File: config.mk
export PLATFORM = sky130hd
export DESIGN_NAME = seq_booth_multiplier
export DESIGN_NICKNAME = d
export VERILOG_FILES = /design/src/rtl/seq_booth_multiplier.sv
export SDC_FILE = /design/constraint.sdc
export NUM_CORES = 1
export LEC_CHECK = 0
export ABC_CLOCK_PERIOD_IN_PS = 6700
export CAP_MARGIN = 20
export CORE_MARGIN = 3
export CORE_UTILIZATION = 52
export DETAILED_ROUTE_END_ITERATION = 12
export GPL_TIMING_DRIVEN = 0
export PLACE_DENSITY = 0.85
export SLEW_MARGIN = 20
export SYNTH_ARGS = -nofsm -noshare
export SYNTH_HDL_FRONTEND = slang
export SYNTH_SLANG_ARGS = --single-unit
File: constraint.sdc
create_clock -name clk -period 6.7 [get_ports clk]
set_input_delay 1.005 -clock clk [delete_from_list [all_inputs] [get_ports clk]]
set_output_delay 1.005 -clock clk [all_outputs]
set_load 0.05 [all_outputs]
File: src/rtl/seq_booth_multiplier.sv
// Iterative radix-2 Booth multiplier: one Booth step per clock, valid/ready on both sides.
// Optional accumulate: define SEQ_MULT_ACC_EN to add a captured 2*WIDTH-bit addend to the product.
module seq_booth_multiplier #(
    parameter int WIDTH = 32
) (
    input  logic                 clk,
    input  logic                 rst,
    input  logic                 in_valid,
    output logic                 in_ready,
    input  logic [WIDTH-1:0]     a,
    input  logic [WIDTH-1:0]     x,
    input  logic                 is_signed,
    input  logic [2*WIDTH-1:0]   acc,
    output logic                 out_valid,
    input  logic                 out_ready,
    output logic [2*WIDTH-1:0]   P
);
    localparam int CNT_W = $clog2(WIDTH + 2);
    localparam logic [CNT_W-1:0] LAST_CNT = CNT_W'(WIDTH + 1);

    typedef enum logic [1:0] {IDLE, BUSY, DONE} state_t;

    state_t             state_q;
    logic [CNT_W-1:0]   cnt_q;
    logic [WIDTH:0]     a_q;
    logic [WIDTH+1:0]   hi_q;
    logic [WIDTH:0]     lo_q;
    logic               prev_q;
    logic               in_ready_q;
    logic               out_valid_q;
    logic [2*WIDTH-1:0] p_q;

    logic               accept_d;
    logic [WIDTH:0]     a_ext_d;
    logic [WIDTH:0]     x_ext_d;
    logic [WIDTH+1:0]   sum_d;
    logic [WIDTH+1:0]   hi_d;
    logic [WIDTH:0]     lo_d;
    logic [2*WIDTH-1:0] p_d;

    assign accept_d = in_valid && in_ready_q;
    assign a_ext_d  = is_signed ? {a[WIDTH-1], a} : {1'b0, a};
    assign x_ext_d  = is_signed ? {x[WIDTH-1], x} : {1'b0, x};

    // hi carries one guard bit above the extended operand so add/subtract never overflows
    always_comb begin
        sum_d = hi_q;
        case ({lo_q[0], prev_q})
            2'b01:   sum_d = hi_q + {a_q[WIDTH], a_q};
            2'b10:   sum_d = hi_q - {a_q[WIDTH], a_q};
            default: sum_d = hi_q;
        endcase
        hi_d = {sum_d[WIDTH+1], sum_d[WIDTH+1:1]};
        lo_d = {sum_d[0], lo_q[WIDTH:1]};
    end

`ifdef SEQ_MULT_ACC_EN
    logic [2*WIDTH-1:0] acc_q;

    always_ff @(posedge clk or posedge rst) begin
        if (rst) begin
            acc_q <= '0;
        end else if (accept_d) begin
            acc_q <= acc;
        end
    end

    assign p_d = {hi_q[WIDTH-2:0], lo_q} + acc_q;
`else
    logic unused_acc;
    assign unused_acc = ^acc;
    assign p_d        = {hi_q[WIDTH-2:0], lo_q};
`endif

    always_ff @(posedge clk or posedge rst) begin
        if (rst) begin
            state_q     <= IDLE;
            cnt_q       <= '0;
            a_q         <= '0;
            hi_q        <= '0;
            lo_q        <= '0;
            prev_q      <= 1'b0;
            in_ready_q  <= 1'b1;
            out_valid_q <= 1'b0;
            p_q         <= '0;
        end else begin
            case (state_q)
                IDLE: begin
                    if (accept_d) begin
                        state_q    <= BUSY;
                        cnt_q      <= '0;
                        a_q        <= a_ext_d;
                        hi_q       <= '0;
                        lo_q       <= x_ext_d;
                        prev_q     <= 1'b0;
                        in_ready_q <= 1'b0;
                    end
                end
                BUSY: begin
                    // the cycle after the last step only publishes the result
                    if (cnt_q == LAST_CNT) begin
                        state_q     <= DONE;
                        out_valid_q <= 1'b1;
                        p_q         <= p_d;
                    end else begin
                        hi_q   <= hi_d;
                        lo_q   <= lo_d;
                        prev_q <= lo_q[0];
                        cnt_q  <= cnt_q + CNT_W'(1);
                    end
                end
                DONE: begin
                    if (out_ready) begin
                        state_q     <= IDLE;
                        out_valid_q <= 1'b0;
                        in_ready_q  <= 1'b1;
                    end
                end
                default: begin
                    state_q     <= IDLE;
                    in_ready_q  <= 1'b1;
                    out_valid_q <= 1'b0;
                end
            endcase
        end
    end

    assign in_ready  = in_ready_q;
    assign out_valid = out_valid_q;
    assign P         = p_q;

endmodule

Word-level counts from Yosys, hierarchy flattened
Cells that the tools add are included.

storage, ports and cells
  bits in registers = 175
  input bits = 133
  output and inout bits = 66
  word-level logic and storage cells = 56

cells by class
  $add $sub $neg = 3
  eq/ne operators = 9
  muxes and demuxes = 24
  bitwise logic cells = 2
  reduce and logical (&&, ||, !) cells = 9

operators with widths
  kind                                           number
  one-hot mux 34 bit (2 select lines)            2
  2-to-1 mux 33 bit                              4
  2-to-1 mux 34 bit                              2
  one-hot mux 33 bit (2 select lines)            1
  adder 34 bit                                   1
  subtractor 34 bit                              1
  2-to-1 mux 6 bit                               2
  one-hot mux 6 bit (2 select lines)             1
  AND reduction 3 bit                            4
  inequality test 2 bit, second input constant   4
  adder 6 x 1 -> 6 bit, second input constant    1
  == test 6 bit, second input constant           1
  2-to-1 mux 2 bit                               3
  one-hot mux 1 bit (3 select lines)             2
  one-hot mux 2 bit (3 select lines)             1
  2-to-1 mux 1 bit                               5
  == test 2 x 1 -> 1 bit, second input constant  2
  == test 2 bit, second input constant           2
  AND reduction 2 bit                            2
  zero test 2 bit                                1
  NOT 1 bit                                      2
  one-hot mux 1 bit (2 select lines)             1
  nonzero test 2 bit                             1
  logical AND 1 bit                              1

Depth between registers and ports, before layout
Gate-level depths: netlist of the first run.

  word-level depth = 4
  mapped depth = 17
  depth with buffers taken out = 17

Worst setup path before layout of the first run
Ideal clock, no wire load.

  path type = reg-to-reg
  start = register a_q[4]
  end = register hi_q[32]
  setup time = 0.069 ns
  arrival time = 3.933 ns
  data required time = 6.631 ns
  slack = 2.698 ns
  cell stages (with the launch flop) = 16
  path buffers = 0
  period minus slack after synthesis = 4.002 ns
  cells stage by stage = dfrtp_1 > or4_1 > nor3_1 > nand3b_1 > nor4_4 > a21oi_1 > xnor2_1 > ha_1 > a21o_1 > a211oi_1 > nor4b_1 > a2111oi_0 > nor2_1 > o31ai_1 > or4_1 > nand3_1

between the ends
  cells in the longest elaborated chain, start to end = 4
  elaborated cells on any way between the ends = 5
  those cells by class = add/sub: 2; mux: 3

RTL lines
  element                                                   line    RTL
  start, declared                                           25      logic [WIDTH:0] a_q;
  start signal, assigned                                    92      a_q <= a_ext_d;
  subtractor 34 bit / adder 34 bit (equally long branches)  50, 49
  one-hot mux 34 bit (2 select lines) *                     48      case ({lo_q[0], prev_q})
  2-to-1 mux 34 bit *                                       101     if (cnt_q == LAST_CNT) begin
  one-hot mux 34 bit (2 select lines) *                     87      case (state_q)
  end signal, assigned                                      106     hi_q <= hi_d;
  end, declared                                             26      logic [WIDTH+1:0] hi_q;

Every way passes the cells marked *; elsewhere a longest branch is shown, timed or not. The select of a mux whose other input is x is not followed.
A chain may end at the register's enable or synchronous reset.

Worst setup path after layout of the first run
Same ends and word-level chain as after synthesis.

==> results.yml, run 1 <==
timing:
  finalSetupViolCount: 0
  fmax_mhz: 203
  fin_hold_ws_ns: 0.507
  finalHoldViolCount: 0
  worst_slew_pin_slew_ns: 1.06
  period_share_pct: 73.4
  grt_setup_unrepaired: "false"
  slew_headroom_pct: 28.8
  finalSetupTns_ns: 0
  finalMaxSlewViolations: 0
  layout_min_cycle_time_ns: 4.92
  skew_ns: 0.00785
global_route:
  grt_max_degree: 105
  grt_pass1_wl_um: 41400
  grt.total_usage_pct: 25.6
  antenna_found_initial: 2
  overflow: 0
  first_global_vias: 8246
pwr:
  power_mw: 7.04
  power.density_nw_per_um2: 592
  leakage_nw: 5.28
  ir_drop_v: 0.000261
logic_synthesis:
  synth_top_family_by_area: "simple AND/OR/NAND/NOR gates"
  synth_edf_count: 0
  synth-seq-cells: 174
  syn_area_um2: 9640
  synth_mux_area_share_pct: 8.53
  synth_ff_type: "dfrtp_1"
  synthCells: 1039
  synth.top_cells.by_area: "dfrtp_1, mux2_2, nand2_1"
  synth-xor-area-share_pct: 5.72
  yosys.area.top_type: "dfrtp_1"
  yosys_warnings: 0
  syn_area_per_cell_um2: 9.28
  yosysUniqueCellTypes: 59
  yosysSeqAreaShare_pct: 45.2
  async_reset_ff_share_pct: 100
  synth_simple_gate_area_share_pct: 19.0
  synth-compound-area-share_pct: 13.7
  synth_top_area_share_pct: 44.9
  synthAdderAreaFrac_pct: 5.01
  synth_nets: 1210
critical_path:
  slowest_delay_ns: 0.76
  path_buf_inv: 0
  crit_top_cell: "or4_1"
  critPathMaxFanout: 8
  crit_path_top_delay_cell: "a2111oi_0"
  crit_type: "flop to flop"
  path_delay_family: "simple AND/OR/NAND/NOR gates"
  cp.arrival_ns: 5.23
  cp_cell_sequence: "or4_1, nor3_1, nand3b_1, nor4_4, a21oi_1, xnor2_1, ha_1, a21o_1, a211oi_1, nor4b_1, a2111oi_0, nor2_1, o31ai_1, or4_1, nand3_1"
  cp.required_ns: 7.01
  startpoint_type: "flop"
  end_kind: "flop"
cells_and_area:
  fin_nets: 1364
  area_growth_pct: 23.3
  diodes: 0
  nFillCells: 1436
  finalCoreUtilization_pct: 65.7
  final_cells: 1434
  drive_above_1_share_pct: 9.05
routing:
  drcViolationCount: 0
  dr.pass1.iters: 8
  vias_per_cell: 5.80
  drt-initial-drc-count: 817
  ant_nets: 0
  wirelength_um: 25500
  vias: 8311
  wire_per_inst_um: 17.8
worst_hold_path:
  hold_path.class: "flop to flop"
floorplan:
  core-area_um2: 18100
  die_h_um: 142
  ios: 199
  num_rows: 49
  dieArea_um2: 20200
  fp.dieW_um: 142
  initial_core_util_pct: 53.3
cts:
  cts_buffers: 17
  postCtsSetupRepairBufs: 0
  cts_resized: 0
  cts_tree: "yes"
  clkSlewWorstSetupHoldPaths_ns: 0.07
  clkSinkCount: 174
  htreeDepth: 4
  insertion_delay_ns: 0.43
  hold_buffers: 0
  root_buffer: "clkbuf_16"
  clk_path_buf_depth: 2
placed_design:
  port_buffers: 134
  gp_congestion: 0.919
  hpwlAfterDp_um: 18900
  numPlacedInstances: 1403
flow_run:
  cap_violations: 0
outcome:
  status: "completed"
-- cells in the final DEF, fill, tap and decap left out, types with 5 or more instances in the layout --
master	n
dfrtp_1	173
nor2_1	92
a21oi_1	63
nand3_1	41
nand2b_1	7
nor3_1	15
o211ai_1	10
inv_8	5
clkdlybuf4s50_1	134
xor2_1	13
nand4_1	7
a21o_1	12
nor2b_1	5
a211oi_1	6
nand2_1	185
ha_1	37
a31oi_1	44
o21ai_0	49
clkbuf_16	17
or3_1	8
clkbuf_1	52
mux2_2	65
nor4_1	11
mux2i_1	9
xnor2_1	50
inv_1	15
or4_1	5
o21bai_1	7
-- area by class of cell --
type	count	area, um^2	share of cell area, %
Buffer	56	211	1.78
Tap cell	229	287	2.41
Multi-Input combinational cell	792	5010	42.2
Clock inverter	13	150	1.26
Clock buffer	18	429	3.61
Timing Repair Buffer	135	1370	11.5
Inverter	17	71.3	0.600
Sequential cell	174	4360	36.6
-- stage by stage --
stage               worst slack, ns  instance area (um^2)
global placement              -1.14                 11300
detailed placement             1.88                 11300
global route                   1.41                 11900
floorplan                     0.980                  9640
CTS                            1.85                 11900
finish                         1.78                 11900
-- state kept, by name, indices dropped and copies added, names as in the netlist --
| name | count |
|---|---|
| lo_q | 33 |
| in_ready | 1 |
| out_valid | 1 |
| state_q | 2 |
| P | 64 |
| cnt_q | 6 |
| a_q | 33 |
| hi_q | 33 |
| prev_q | 1 |
-- kinds of logic (layout without fill, tap and decap cells) --
group,count (synthesis),in the layout
AND/OR/NAND/NOR,401,401
flip-flops,174,174
multiplexers,74,74
AO/OA/AOI/OAI,216,216
adder cells (fa/ha/maj),38,38
XOR/XNOR,63,63
buffers and inverters,73,239
-- synth_stat cells, drive strengths merged, types with 4 or more instances --
cell,n
nand2,185
dfrtp,173
nor2,93
mux2,65
a21oi,63
clkbuf,51
xnor2,50
o21ai,49
a31oi,44
nand3,41
ha,37
inv,16
nor3,15
nor4,15
xor2,13
a21o,12
o211ai,10
mux2i,9
or3,9
nand2b,7
nand4,7
o21bai,7
a211oi,6
or4,6
buf,5
nor2b,5
nand3b,4
o31ai,4
-- path summary, 6_finish.rpt --
check / startpoint / to / slack (ns) / cells past startpoint
min in group asynchronous: rst / P[4] / 0.99 / 2
min reg2reg: P[56] / P[56] / 0.51 / 1
max in group asynchronous: rst / a_q[23] / 4.83 / 3
max: a_q[4] / hi_q[32] / 1.78 / 15
min: P[56] / P[56] / 0.51 / 1
max reg2reg: a_q[4] / hi_q[32] / 1.78 / 15
-- report_power, final --
group | switching (mW) | total (mW) | internal, mW
sequential | 0.385 | 1.84 | 1.45
clock | 0.467 | 0.996 | 0.529
combinational | 2.55 | 4.21 | 1.66
total | 3.40 | 7.04 | 3.64
-- worst register-to-register path, cell delays in order (launching register included) --
cell and delay, ns:
dfrtp_1 0.43, or4_1 0.58, nor3_1 0.37, nand3b_1 0.21, nor4_4 0.43, a21oi_1 0.17
xnor2_1 0.15, ha_1 0.39, a21o_1 0.18, a211oi_1 0.10, nor4b_1 0.18, a2111oi_0 0.76
nor2_1 0.18, o31ai_1 0.45, or4_1 0.17, nand3_1 0.06
-- layer usage --
metal  part of all wire, %  vias up  GRT usage [%]  wire (um)
met1                    44     3969           34.0      11100
met2                    46      306           40.2      11600
met5                  0.11        -              0         29
met4                   3.1        4           9.65        784
met3                   7.6       53           7.12       1940
li1                      -     3979              -          -
(Power assumes the default switching activity.)
==> run 2: changes to the inputs <==
Settings changed: ABC_CLOCK_PERIOD_IN_PS 6700 to 4600.
Clock period 6.7 ns to 4.6 ns, I/O delays scaled along.
==> run 2 against run 1 <==
Net effect:
- first-iteration DRC count down 16%
- setup slack worse by 1.6 ns
- register-to-register slack worse by 1.6 ns
- maximum frequency up 12%
- critical path type unchanged
- via count up 2.2%
- largest power group unchanged
- combinational power up 51%
==> results.yml, run 2 (synthesized netlist as in run 1, its figures left out) <==
cells_and_area:
  largest_reg_flops: 64
  nFillCells: 1402
  drive_above_1_share_pct: 11.5
  fin_nets: 1377
  mostFrequentLayoutCells: "nand2_1, dfrtp_1, clkdlybuf4s50_1"
  diodes: 0
  layout_commonest_cell: "nand2_1"
  finalCoreUtilization_pct: 67.2
  final_cells: 1448
  final_cell_area_um2: 12200
  area_growth_pct: 26.0
timing:
  skew_ns: 0.00961
  finalSetupViolCount: 0
  fin_hold_ws_ns: 0.505
  finalHoldViolCount: 0
  fmax_mhz: 228
  worst_slew_pin_slew_ns: 1.07
  layout_min_cycle_time_ns: 4.38
  period_share_pct: 95.2
  slew_headroom_pct: 28.1
  finalMaxSlewViolations: 0
global_route:
  first_global_vias: 8354
  overflow: 0
  grt_pass1_wl_um: 42900
  grt_max_degree: 35
  antenna_found_initial: 1
  grt.total_usage_pct: 26.5
critical_path:
  crit_cells: 19
  rrSetupSlack_ns: 0.22
  startpoint_type: "flop"
  r2r-start: "a_q[4]"
  path_buf_inv: 2
  worstRegToRegCells: 19
  end_kind: "flop"
  cp.arrival_ns: 4.75
  worstSetupEndpoint: "hi_q[32]"
  startpoint: "a_q[4]"
  path_delay_family: "simple AND/OR/NAND/NOR gates"
  crit_type: "flop to flop"
  slowest_delay_ns: 0.57
  rr_endpoint: "hi_q[32]"
  cp_cell_sequence: "or4_4, nor3_4, nand3b_1, nor4_4, buf_4, buf_4, nand2_2, nor4_4, nor2_1, xnor2_1, ha_2, nand2_1, o21ai_1, nor4_1, o41ai_1, a21oi_1, o31ai_2, or4_1, nand3_1"
  critPathMaxFanout: 6
  crit_path_top_delay_cell: "or4_4"
  cp.required_ns: 4.97
worst_hold_path:
  worstHoldStart: "P[49]"
  hold_path.class: "flop to flop"
pwr:
  power_frac_seq_pct: 25.5
  clkPwrFrac_pct: 14.3
  leakage_nw: 5.39
  ir_drop_v: 0.000356
  switchingPower_mw: 5.07
  switching_share_pct: 48.1
  internal-power_mw: 5.47
  combinationalPowerShare_pct: 60.2
  power.density_nw_per_um2: 868
cts:
  clk_path_buf_depth: 2
  htreeDepth: 4
  clkSinkCount: 174
  hold_buffers: 0
  clkSlewWorstSetupHoldPaths_ns: 0.07
  insertion_delay_ns: 0.43
  cts_tree: "yes"
  root_buffer: "clkbuf_16"
  cts_buffers: 17
flow_run:
  cap_violations: 0
outcome:
  status: "completed"
placed_design:
  placed_area_um2: 11400
  hpwlAfterDp_um: 19500
  port_buffers: 134
  gp_congestion: 0.925
  numPlacedInstances: 1407
routing:
  dr.pass1.iters: 7
  ant_nets: 0
  wirelength_um: 26500
  drt-initial-drc-count: 683
  wire_per_inst_um: 18.3
  vias_per_cell: 5.87
  vias: 8493
  drcViolationCount: 0
floorplan:
  initial_core_util_pct: 53.3
  num_rows: 49
  ios: 199
  die_h_um: 142
  dieArea_um2: 20200
  core-area_um2: 18100
  fp.dieW_um: 142
run 2: changes by cell type in the layout (fill, tap and decap cells not counted), moves of 3 or more:
| cell | before | now |
|---|---|---|
| buf_12 | 0 | 5 |
| clkinv_4 | 1 | 4 |
| inv_8 | 5 | 2 |
| buf_4 | 0 | 9 |
run 2: layout make-up:
type                    count  area, um^2  share of cell area, %
plain buffers              56         213                   1.75
clock buffers              18         439                   3.61
clock inverters            14         174                   1.43
inverters                  17        67.6                  0.556
multi-input cells         792        5110                   42.0
flip-flops and latches    174        4360                   35.9
well taps                 229         287                   2.36
repair buffers            148        1510                   12.4
run 2: per-layer routing:
metal,routed length (um),vias up,global-route usage [%]
li1,-,4008,-
met1,11300,4088,35.3
met2,12100,340,41.5
met3,2270,55,7.46
met4,838,2,10.0
met5,8,-,0
run 2: power groups by stage:
stage	logic (mW)	registers, mW	clock network (mW)
2_1_floorplan	4.08	3.06	0
5_1_grt	6.96	2.77	1.59
3_5_place_dp	6.06	2.69	0
6_report	6.35	2.69	1.50
3_3_place_gp	5.94	2.67	0
4_1_cts	6.14	2.67	1.53
run 2: how the worst min path moves through the flow:
stage / endpoint / slack (ns) / cells past startpoint
floorplan: lo_q[31] / 0.46 / 2
global placement: P[44] / 0.49 / 1
detailed placement: P[16] / 0.49 / 1
CTS: P[44] / 0.51 / 1
global route: P[43] / 0.52 / 1
finish: P[49] / 0.50 / 1
run 2: stage by stage:
stage               setup TNS (ns)  setup slack, ns  power [mW]
global route               -0.0251          -0.0251        11.3
global placement            -0.700           -0.186        8.61
floorplan                        0            0.598        7.13
finish                           0            0.220        10.5
detailed placement          -0.714           -0.189        8.75
CTS                              0           0.0225        10.3
run 2: repair_timing:
action,CTS,global route
endpoints found under the hold margin,0,0
endpoints found under the setup margin,6,15
pin swaps,1,11
gates resized for setup,4,20
buffers inserted,3,6
